<file path="src/rtl/mips_pkg.sv">
// Shared MIPS encodings and loader FSM state type.
// LOADER_VERIFY_EN adds the read-back states RD and CMP.
package mips_pkg;

    localparam logic [1:0] FMT_R = 2'd0;
    localparam logic [1:0] FMT_I = 2'd1;
    localparam logic [1:0] FMT_J = 2'd2;
    localparam logic [1:0] FMT_X = 2'd3;

    localparam logic [5:0] OP_RTYPE = 6'h00;
    localparam logic [5:0] OP_J     = 6'h02;
    localparam logic [5:0] OP_BEQ   = 6'h04;
    localparam logic [5:0] OP_LW    = 6'h23;
    localparam logic [5:0] OP_SW    = 6'h2B;

    localparam logic [5:0] F_SLL = 6'h00;
    localparam logic [5:0] F_ADD = 6'h20;

    localparam logic [31:0] NOP_WORD = 32'h0000_0000;

    typedef enum logic [2:0] {
        S_IDLE,
        S_LOAD,
        S_WR,
`ifdef LOADER_VERIFY_EN
        S_RD,
        S_CMP,
`endif
        S_DONE
    } ld_state_t;

endpackage

</file>
<file path="src/rtl/instr_encoder.sv">
// Combinational MIPS field packer: fmt + fields -> 32-bit word.
// Illegal fmt yields a NOP and raises the illegal flag.
module instr_encoder
    import mips_pkg::*;
(
    input  logic [1:0]  fmt,
    input  logic [5:0]  opcode,
    input  logic [4:0]  rs,
    input  logic [4:0]  rt,
    input  logic [4:0]  rd,
    input  logic [4:0]  shamt,
    input  logic [5:0]  funct,
    input  logic [15:0] imm,
    input  logic [25:0] target,
    output logic [31:0] word,
    output logic        illegal
);

    always_comb begin
        word    = NOP_WORD;
        illegal = 1'b0;
        unique case (fmt)
            FMT_R:   word = {opcode, rs, rt, rd, shamt, funct};
            FMT_I:   word = {opcode, rs, rt, imm};
            FMT_J:   word = {opcode, target};
            default: illegal = 1'b1;
        endcase
    end

endmodule

</file>
<file path="src/rtl/imem_loader.sv">
// Packs field tuples into IMEM at sequential addresses, holding the CPU until loaded.
// Define LOADER_VERIFY_EN to read back and compare each written word.
module imem_loader
    import mips_pkg::*;
#(
    parameter int AW        = 6,
    parameter int DEPTH     = 64,
    parameter int BASE_ADDR = 0
) (
    input  logic          clk,
    input  logic          rst,
    input  logic          start,
    input  logic          in_valid,
    output logic          in_ready,
    input  logic [1:0]    fmt,
    input  logic [5:0]    opcode,
    input  logic [4:0]    rs,
    input  logic [4:0]    rt,
    input  logic [4:0]    rd,
    input  logic [4:0]    shamt,
    input  logic [5:0]    funct,
    input  logic [15:0]   imm,
    input  logic [25:0]   target,
    input  logic          last,
    output logic          imem_we,
    output logic [AW-1:0] imem_addr,
    output logic [31:0]   imem_wdata,
    input  logic [31:0]   imem_rdata,
    output logic          cpu_hold,
    output logic          done,
    output logic [AW:0]   count,
    output logic          err
);

    localparam logic [AW-1:0] BASE_A  = AW'(BASE_ADDR);
    localparam logic [AW-1:0] LAST_A  = AW'(BASE_ADDR + DEPTH - 1);
    localparam logic [AW:0]   DEPTH_C = (AW+1)'(DEPTH);
    localparam logic [AW:0]   DEPTH_M = (AW+1)'(DEPTH - 1);

    ld_state_t   state, state_nx;
    logic [31:0] enc_word;
    logic        enc_ill;
    logic        ill_q;
    logic        last_q;
    logic        start_ok;
    logic        accept;
    logic        fin;
    logic        full;
    logic        ovf;

    instr_encoder u_enc (
        .fmt     (fmt),
        .opcode  (opcode),
        .rs      (rs),
        .rt      (rt),
        .rd      (rd),
        .shamt   (shamt),
        .funct   (funct),
        .imm     (imm),
        .target  (target),
        .word    (enc_word),
        .illegal (enc_ill)
    );

    assign start_ok = start && (state == S_IDLE || state == S_DONE);
    assign accept   = in_valid && (state == S_LOAD);

    // fin marks the cycle a word is complete; count already holds its increment under verify
`ifdef LOADER_VERIFY_EN
    assign fin  = (state == S_CMP);
    assign full = (count == DEPTH_C);
`else
    assign fin  = (state == S_WR);
    assign full = (count == DEPTH_M);

    logic unused_rdata;
    assign unused_rdata = ^imem_rdata;
`endif

    assign ovf = fin && !last_q && full;

    always_ff @(posedge clk) begin
        if (rst) begin
            state      <= S_IDLE;
            imem_addr  <= BASE_A;
            imem_wdata <= '0;
            count      <= '0;
            err        <= 1'b0;
            ill_q      <= 1'b0;
            last_q     <= 1'b0;
        end else begin
            state <= state_nx;
            if (start_ok) begin
                imem_addr <= BASE_A;
                count     <= '0;
                err       <= 1'b0;
            end
            if (accept) begin
                imem_wdata <= enc_word;
                ill_q      <= enc_ill;
                last_q     <= last;
            end
            if (state == S_WR) begin
                if (count != DEPTH_C) count <= count + 1'b1;
                if (ill_q) err <= 1'b1;
            end
            if (fin && imem_addr != LAST_A) imem_addr <= imem_addr + 1'b1;
            if (ovf) err <= 1'b1;
`ifdef LOADER_VERIFY_EN
            if (state == S_CMP && imem_rdata != imem_wdata) err <= 1'b1;
`endif
        end
    end

    always_comb begin
        state_nx = state;
        in_ready = 1'b0;
        imem_we  = 1'b0;
        done     = 1'b0;
        case (state)
            S_IDLE: if (start) state_nx = S_LOAD;
            S_LOAD: begin
                in_ready = 1'b1;
                if (in_valid) state_nx = S_WR;
            end
            S_WR: begin
                imem_we = 1'b1;
`ifdef LOADER_VERIFY_EN
                state_nx = S_RD;
            end
            S_RD:  state_nx = S_CMP;
            S_CMP: begin
`endif
                state_nx = (last_q || full) ? S_DONE : S_LOAD;
            end
            S_DONE: begin
                done = 1'b1;
                if (start) state_nx = S_LOAD;
            end
            default: state_nx = S_IDLE;
        endcase
        cpu_hold = !done;
    end

endmodule

</file>
<file path="config.mk">
export PLATFORM = sky130hd
export DESIGN_NAME = imem_loader
export DESIGN_NICKNAME = d
export VERILOG_FILES = /design/src/rtl/mips_pkg.sv /design/src/rtl/instr_encoder.sv /design/src/rtl/imem_loader.sv
export SDC_FILE = /design/constraint.sdc
export NUM_CORES = 1
export LEC_CHECK = 0
export CORE_ASPECT_RATIO = 0.7
export CORE_UTILIZATION = 39
export DETAILED_ROUTE_END_ITERATION = 10
export PLACE_DENSITY = 0.87
export SLEW_MARGIN = 10
export SYNTH_ARGS = -nofsm -noshare
export SYNTH_HDL_FRONTEND = slang
export SYNTH_SLANG_ARGS = --single-unit
</file>
<file path="constraint.sdc">
create_clock -name clk -period 4.2 [get_ports clk]
set_input_delay 0.63 -clock clk [delete_from_list [all_inputs] [get_ports clk]]
set_output_delay 0.63 -clock clk [all_outputs]
set_load 0.01 [all_outputs]
</file>
==> results of run 1 <==
## power by group through the flow
stage,combinational [mW],clock [mW],sequential [mW]
3_5_place_dp,0.557,0,0.600
5_1_grt,0.617,0.315,0.597
2_1_floorplan,0.261,0,0.623
3_3_place_gp,0.544,0,0.594
4_1_cts,0.559,0.294,0.589
6_report,0.556,0.287,0.589
## worst max-delay path: stages (launching register included)
cell	delay [ns]
dfxtp_1	0.37
inv_1	0.08
ha_1	0.54
clkdlybuf4s50_1	0.65
## synthesized netlist by cell type, drive strengths merged, types with 3 or more instances
library cell / number
a22oi: 6
dfxtp: 50
buf: 8
inv: 10
mux2: 16
ha: 7
o21ai: 4
nand2b: 3
a31oi: 3
nor3: 30
a221oi: 27
nor2: 39
nand2: 11
nand3: 17
a21oi: 14
clkbuf: 12
## final cells by class
type,count,area [um^2]
repair buffers,132,1310
clock buffers,7,86.3
fillers,472,2010
multi-input cells,200,1290
flip-flops and latches,50,1000
well taps,75,93.8
inverters,10,37.5
clock inverters,1,5.00
## layout by cell type, fill, tap and decap left out, types with 3 or more instances in the layout
master           count
dfxtp_1             50
a21oi_1             14
clkbuf_8             6
nand2b_1             3
a31oi_1              3
mux2_1               8
nand3_1             17
mux2_2               8
clkdlybuf4s50_1    129
nor2_1              38
a22oi_1              6
inv_1                9
nand2_1             11
nor3_1              29
ha_1                 7
a221oi_1            27
## path summary, 6_finish.rpt
check	from	to	slack [ns]
setup / recovery	state[0]$_SDFFE_PP0P_	imem_we	1.65
hold / removal	ill_q$_SDFFE_PP0P_	ill_q$_SDFFE_PP0P_	0.47
setup reg to reg	state[0]$_SDFFE_PP0P_	imem_wdata[12]$_SDFFE_PP0P_	2.26
hold reg to reg	ill_q$_SDFFE_PP0P_	ill_q$_SDFFE_PP0P_	0.47
## registers in the layout (all words and copies together) (netlist names)
name and flops:
imem_wdata 32, imem_addr 6, ill_q 1, err 1, last_q 1, state 2
count 7
## stage by stage
step / setup slack [ns] / cell area (um^2) / power, mW / utilization [%]
5_1_grt: 1.51 / 3830 / 1.53 / 65.6
2_1_floorplan: 2.48 / 2420 / 0.883 / -
3_5_place_dp: 1.47 / 3740 / 1.16 / 64.0
3_3_place_gp: 1.51 / 3740 / 1.14 / 64.0
4_1_cts: 1.64 / 3830 / 1.44 / 65.6
6_report: 1.65 / 3830 / 1.43 / 65.6
## per-layer routing
| metal | routed length [um] | vias to the layer above | GRT usage (%) |
|---|---|---|---|
| met1 | 3130 | 1207 | 28.2 |
| met4 | 110 | 0 | 6.90 |
| met2 | 3510 | 70 | 41.1 |
| met5 | 0 | - | 0 |
| met3 | 456 | 8 | 6.44 |
| li1 | - | 1271 | - |
## cell families after synthesis
kind of cell             count (synthesis)  share of synthesized area (%)
buffers and inverters                   30                           5.22
AO/OA/AOI/OAI                           66                           20.6
multiplexers                            16                           7.44
flip-flops                              50                           41.3
XOR/XNOR                                 2                          0.723
adder cells (fa/ha/maj)                  7                           3.62
AND/OR/NAND/NOR                        109                           21.1
==> results.md, run 1 <==
* RSZ-0062 raised after global routing: no
* Slew HR at 29.5%
* Synth unique cells at 40
* Non-filler instance count after layout at about 480
* Antenna-violating nets left at 0
* Max-cap violations at 0
* TritonCTS clock tree: built
* Req. time, crit path at 3.57 ns
* Vias/cell at 5.38
* Final nets at 519
* Leakage power total at between 1 and 1.5 nW
* Sequential fraction of the synthesis area at 41.3%
* Final Hold Viols at 0
* Maximum clock frequency at between 300 and 400 MHz
* Crit path time final at 2.55 ns
* Final Cycle Share at 60.7%
* Layout cells sized above 1 at 5.75%
* Tightest Pin Transition at around 1.1 ns
* Cell Area, Synth at approximately 0.0024 mm^2
* Wire per inst at 15.2 um
* CTS Hold Bufs at 0
* Die Ht at 67.9 um
* H-tree level count at 2
* CTS sink cnt at 50
* R2R depth at 5
* First drt pass iteration count at 4
* Fraction of registers with async set/reset at 0%
* Syn_nets at 400
* DRC at 0
* Dpl hpwl at between 5000 and 6000 um
* Synth top area share at about two fifths
* Final setup violation count at 0
* Internal at slightly below 1 mW
* Die Span X at 96.2 um
* Number of I/O pins at ~160
* Critical path type: reg -> out
* Combinational power share at 38.8%
* Setup Skew at 0.00193 ns
* PwrDens at approximately 370 mW/mm^2
* CTS resizes at 0
* Crit path capture type: output port
* Initial Util at between 40% and 50%
* Number of flops mapped to enable cells by yosys at 0
* # port buffers at 130
* Main synth FF type: dfxtp_1
* Top cells by area, synth: dfxtp_1 41%, a221oi_1 9.8%, nor3_1 6.0%, nor2_1 5.9%, mux2_1 3.7%
* Slew Limit Fails at 0
* Setup TNS at 0 ns
* Worst Setup Start Kind: flip-flop
* Synthesis Warnings at 0
* Switching Share at 32.8%
* Final GP Congestion at 0.840
* Top cell type by total area after synthesis: dfxtp_1
* Peak supply drop at 232 uV
* Initial antenna violation count at 0
* Inst Count DP at roughly 470
* Clock transition at the registers of the reported paths at 0.09 ns
* Crit-path max FO at 16
* First-pass GRT wire length at between 10,000 and 15,000 um
* Ant. Diodes at 0
* Die ar. at roughly 0.0065 mm^2
* Core area at 0.00584 mm^2
* Vias in the first global route at 2,505
* Sequential share of power at 41.1%
* Number of core rows at 23
* CTS Root Cell: clkbuf_8
* Number of CTS-inserted buffers at 5
* Outcome: complete, no violations
* Post-CTS Setup Bufs at 0
* Largest net degree at the start of global routing at between 50 and 60
* CTS Buffer Depth at 2
* Layout Area Growth over Synthesis at 58.1%
* Worst skew pair latency at just under 0.3 ns
* Drt total wl at a little over 7000 um
* Worst Hold Depth at 2
* NetSw at 469 uW
* Clock share of power at 20.1%
* Hold slack at around 0.47 ns
* Grt ovf at 0
* Class of the worst hold path: reg -> reg
* DR vias at around 2,600
* FF+latch count, synth at 50
* Post-Syn Instances at 280
* Tot GR Track Use at 23.5%
* Number of DRC markers in iteration 0 at 78
* Worst path arrival time at 1.92 ns
* Post-synthesis average cell area at 8.65 um^2
Power figures use the tool's default switching activity.
==> run 2, diff against run 1 <==
--- a/config.mk
+++ b/config.mk
@@ -6,9 +6,9 @@
 export NUM_CORES = 1
 export LEC_CHECK = 0
 export CORE_ASPECT_RATIO = 0.7
-export CORE_UTILIZATION = 39
+export CORE_UTILIZATION = 32
 export DETAILED_ROUTE_END_ITERATION = 10
-export PLACE_DENSITY = 0.87
+export PLACE_DENSITY = 0.76
 export SLEW_MARGIN = 10
 export SYNTH_ARGS = -nofsm -noshare
 export SYNTH_HDL_FRONTEND = slang
==> constraint.sdc (replaced) <==
create_clock -name clk -period 2.1 [get_ports clk]
set_input_delay 0.315 -clock clk [delete_from_list [all_inputs] [get_ports clk]]
set_output_delay 0.315 -clock clk [all_outputs]
set_load 0.01 [all_outputs]
==> run 2 against run 1 <==
Against the previous run:
- the flow now finishes with violations (design-rule violations)
- critical path depth is 1 higher
- critical path type is now in -> reg
- first-iteration DRC count is 44% higher
- clock-buffer cell count is 2 lower
- sequential share of layout area shrank 0.74 points
- combinational power increased by 110%
- global-route usage fell by 3.7 points
- core utilization down 12 points
- die area is 21% higher
- non-clock buffer count is 9 higher
- cell count rose by 6.5%
- worst setup slack got worse by 1.5 ns
==> results.md, run 2 (synthesis results as in run 1) <==
* First drt pass iteration count at 7
* Max-cap violations at 0
* Crit path time final at 1.91 ns
* Post-DP Area at 0.00386 mm^2
* Req. time, crit path at 2.32 ns
* Fill count at 698
* CTS Hold Bufs at 0
* Die Ht at 74.8 um
* Wire per inst at 15.0 um
* Number of core rows at 26
* Leakage power total at 1.38 nW
* Largest register FFs at 32
* Post-place setup slack at -0.136 ns
* Critical path cell sequence: clkdlybuf4s50_1, nor2_2, a221oi_1, nor3_1
* Final Power at 2.88 mW
* H-tree level count at 2
* Number of I/O pins at around 160
* Failing checks: design-rule violations
* Crit-path max FO at 26
* Most frequent cells in the layout: 129 x clkdlybuf4s50_1, 50 x dfxtp_1, 38 x nor2_1
* Hold slack at 0.438 ns
* Final WS setup at 0.185 ns
* Tightest Pin Transition at 1.06 ns
* Post-CTS Setup Bufs at 0
* CTS Buffer Depth at 2
* Final GP Congestion at 0.752
* Top flop regs: imem_wdata (32), count (7), imem_addr (6)
* Ant. Diodes at 0
* Largest net degree at the start of global routing at 31
* Critical path buffer and inverter count at 1
* Final Cycle Share at 91.2%
* Layout Area Growth over Synthesis at 62.7%
* Die ar. at ~0.0079 mm^2
* Vias/cell at 5.13
* Critical path type: in -> reg
* Final setup violation count at 0
* Tot GR Track Use at around a fifth
* CTS sink cnt at 50
* Non-filler instance count after layout at 506
* Worst path arrival time at around 2.1 ns
* Worst Setup Start Kind: input port
* Slew HR at 29.1%
* RSZ-0062 raised after global routing: no
* DR vias at about 2,600
* Inst Count DP at 499
* Number of CTS-inserted buffers at 5
* Drt total wl at 7590 um
* Layout cells sized above 1 at just over 8%
* Peak supply drop at around 460 uV
* Setup TNS at 0 ns
* CTS Root Cell: clkbuf_8
* Largest register by flop count: imem_wdata
* PwrDens at 730 mW/mm^2
* Final core utilization at between 50 and 60%
* Worst skew pair latency at 0.29 ns
* Slowest stage delay, CP at 0.85 ns
* First-pass GRT wire length at 12,400 um
* Slew Limit Fails at 0
* Final nets at 528
* Dpl hpwl at 5720 um
* Maximum clock frequency at roughly 520 MHz
* Outcome: finished, violations left
* Initial Util at around 33%
* Final Hold Viols at 0
* Most common cell after layout, fill and taps aside: clkdlybuf4s50_1
* Crit-path slowest cell: nor2_2
* DRC at 1
* CP delay by family, top: simple AND/OR/NAND/NOR gates
* Class of the worst hold path: in -> reg
* Core area at 0.00732 mm^2
* Setup Skew at 0.00557 ns
* Antenna-violating nets left at 0
* Vias in the first global route at 2,537
* Number of DRC markers in iteration 0 at 112
* Initial antenna violation count at 0
* Clock transition at the registers of the reported paths at 0.09 ns
* # port buffers at 130
* TritonCTS clock tree: built
* Grt ovf at 0
* Crit path capture type: flip-flop
* Die Span X at 106 um
* Finished Cell Area at 0.00394 mm^2
run 2: final timing paths:
check / start / depth (start not counted) / endpoint / slack [ns]
worst max-delay path: fmt[0] / 4 / imem_wdata[15]$_SDFFE_PP0P_ / 0.19
worst min register to register: ill_q$_SDFFE_PP0P_ / 2 / ill_q$_SDFFE_PP0P_ / 0.48
worst min-delay path: rst / 2 / imem_wdata[31]$_SDFFE_PP0P_ / 0.44
worst max register to register: state[1]$_SDFFE_PP0P_ / 5 / count[5]$_SDFF_PP0_ / 0.48
run 2: metal layers:
layer | global-route usage (%) | wire (um)
met5 | 0 | 0
met3 | 4.33 | 532
met4 | 3.24 | 40
met2 | 35.4 | 3530
met1 | 25.1 | 3480
run 2: final cells by class:
| type | count | area [um^2] | area share (%) |
|---|---|---|---|
| clock buffers | 5 | 68.8 | 1.75 |
| clock inverters | 2 | 10.0 | 0.254 |
| inverters | 10 | 37.5 | 0.952 |
| multi-input cells | 200 | 1300 | 32.9 |
| flip-flops and latches | 50 | 1000 | 25.4 |
| well taps | 98 | 123 | 3.11 |
| repair buffers | 141 | 1400 | 35.6 |
run 2: what timing repair did:
item / in CTS / in global routing
endpoints found under the hold margin: 0 / 0
gates resized for setup: 0 / 1
endpoints found under the setup margin: 0 / 1
run 2: where the power goes:
group          internal [mW]  switching (mW)
Combinational          0.610           0.554
Sequential              1.09          0.0906
Clock                  0.225           0.311
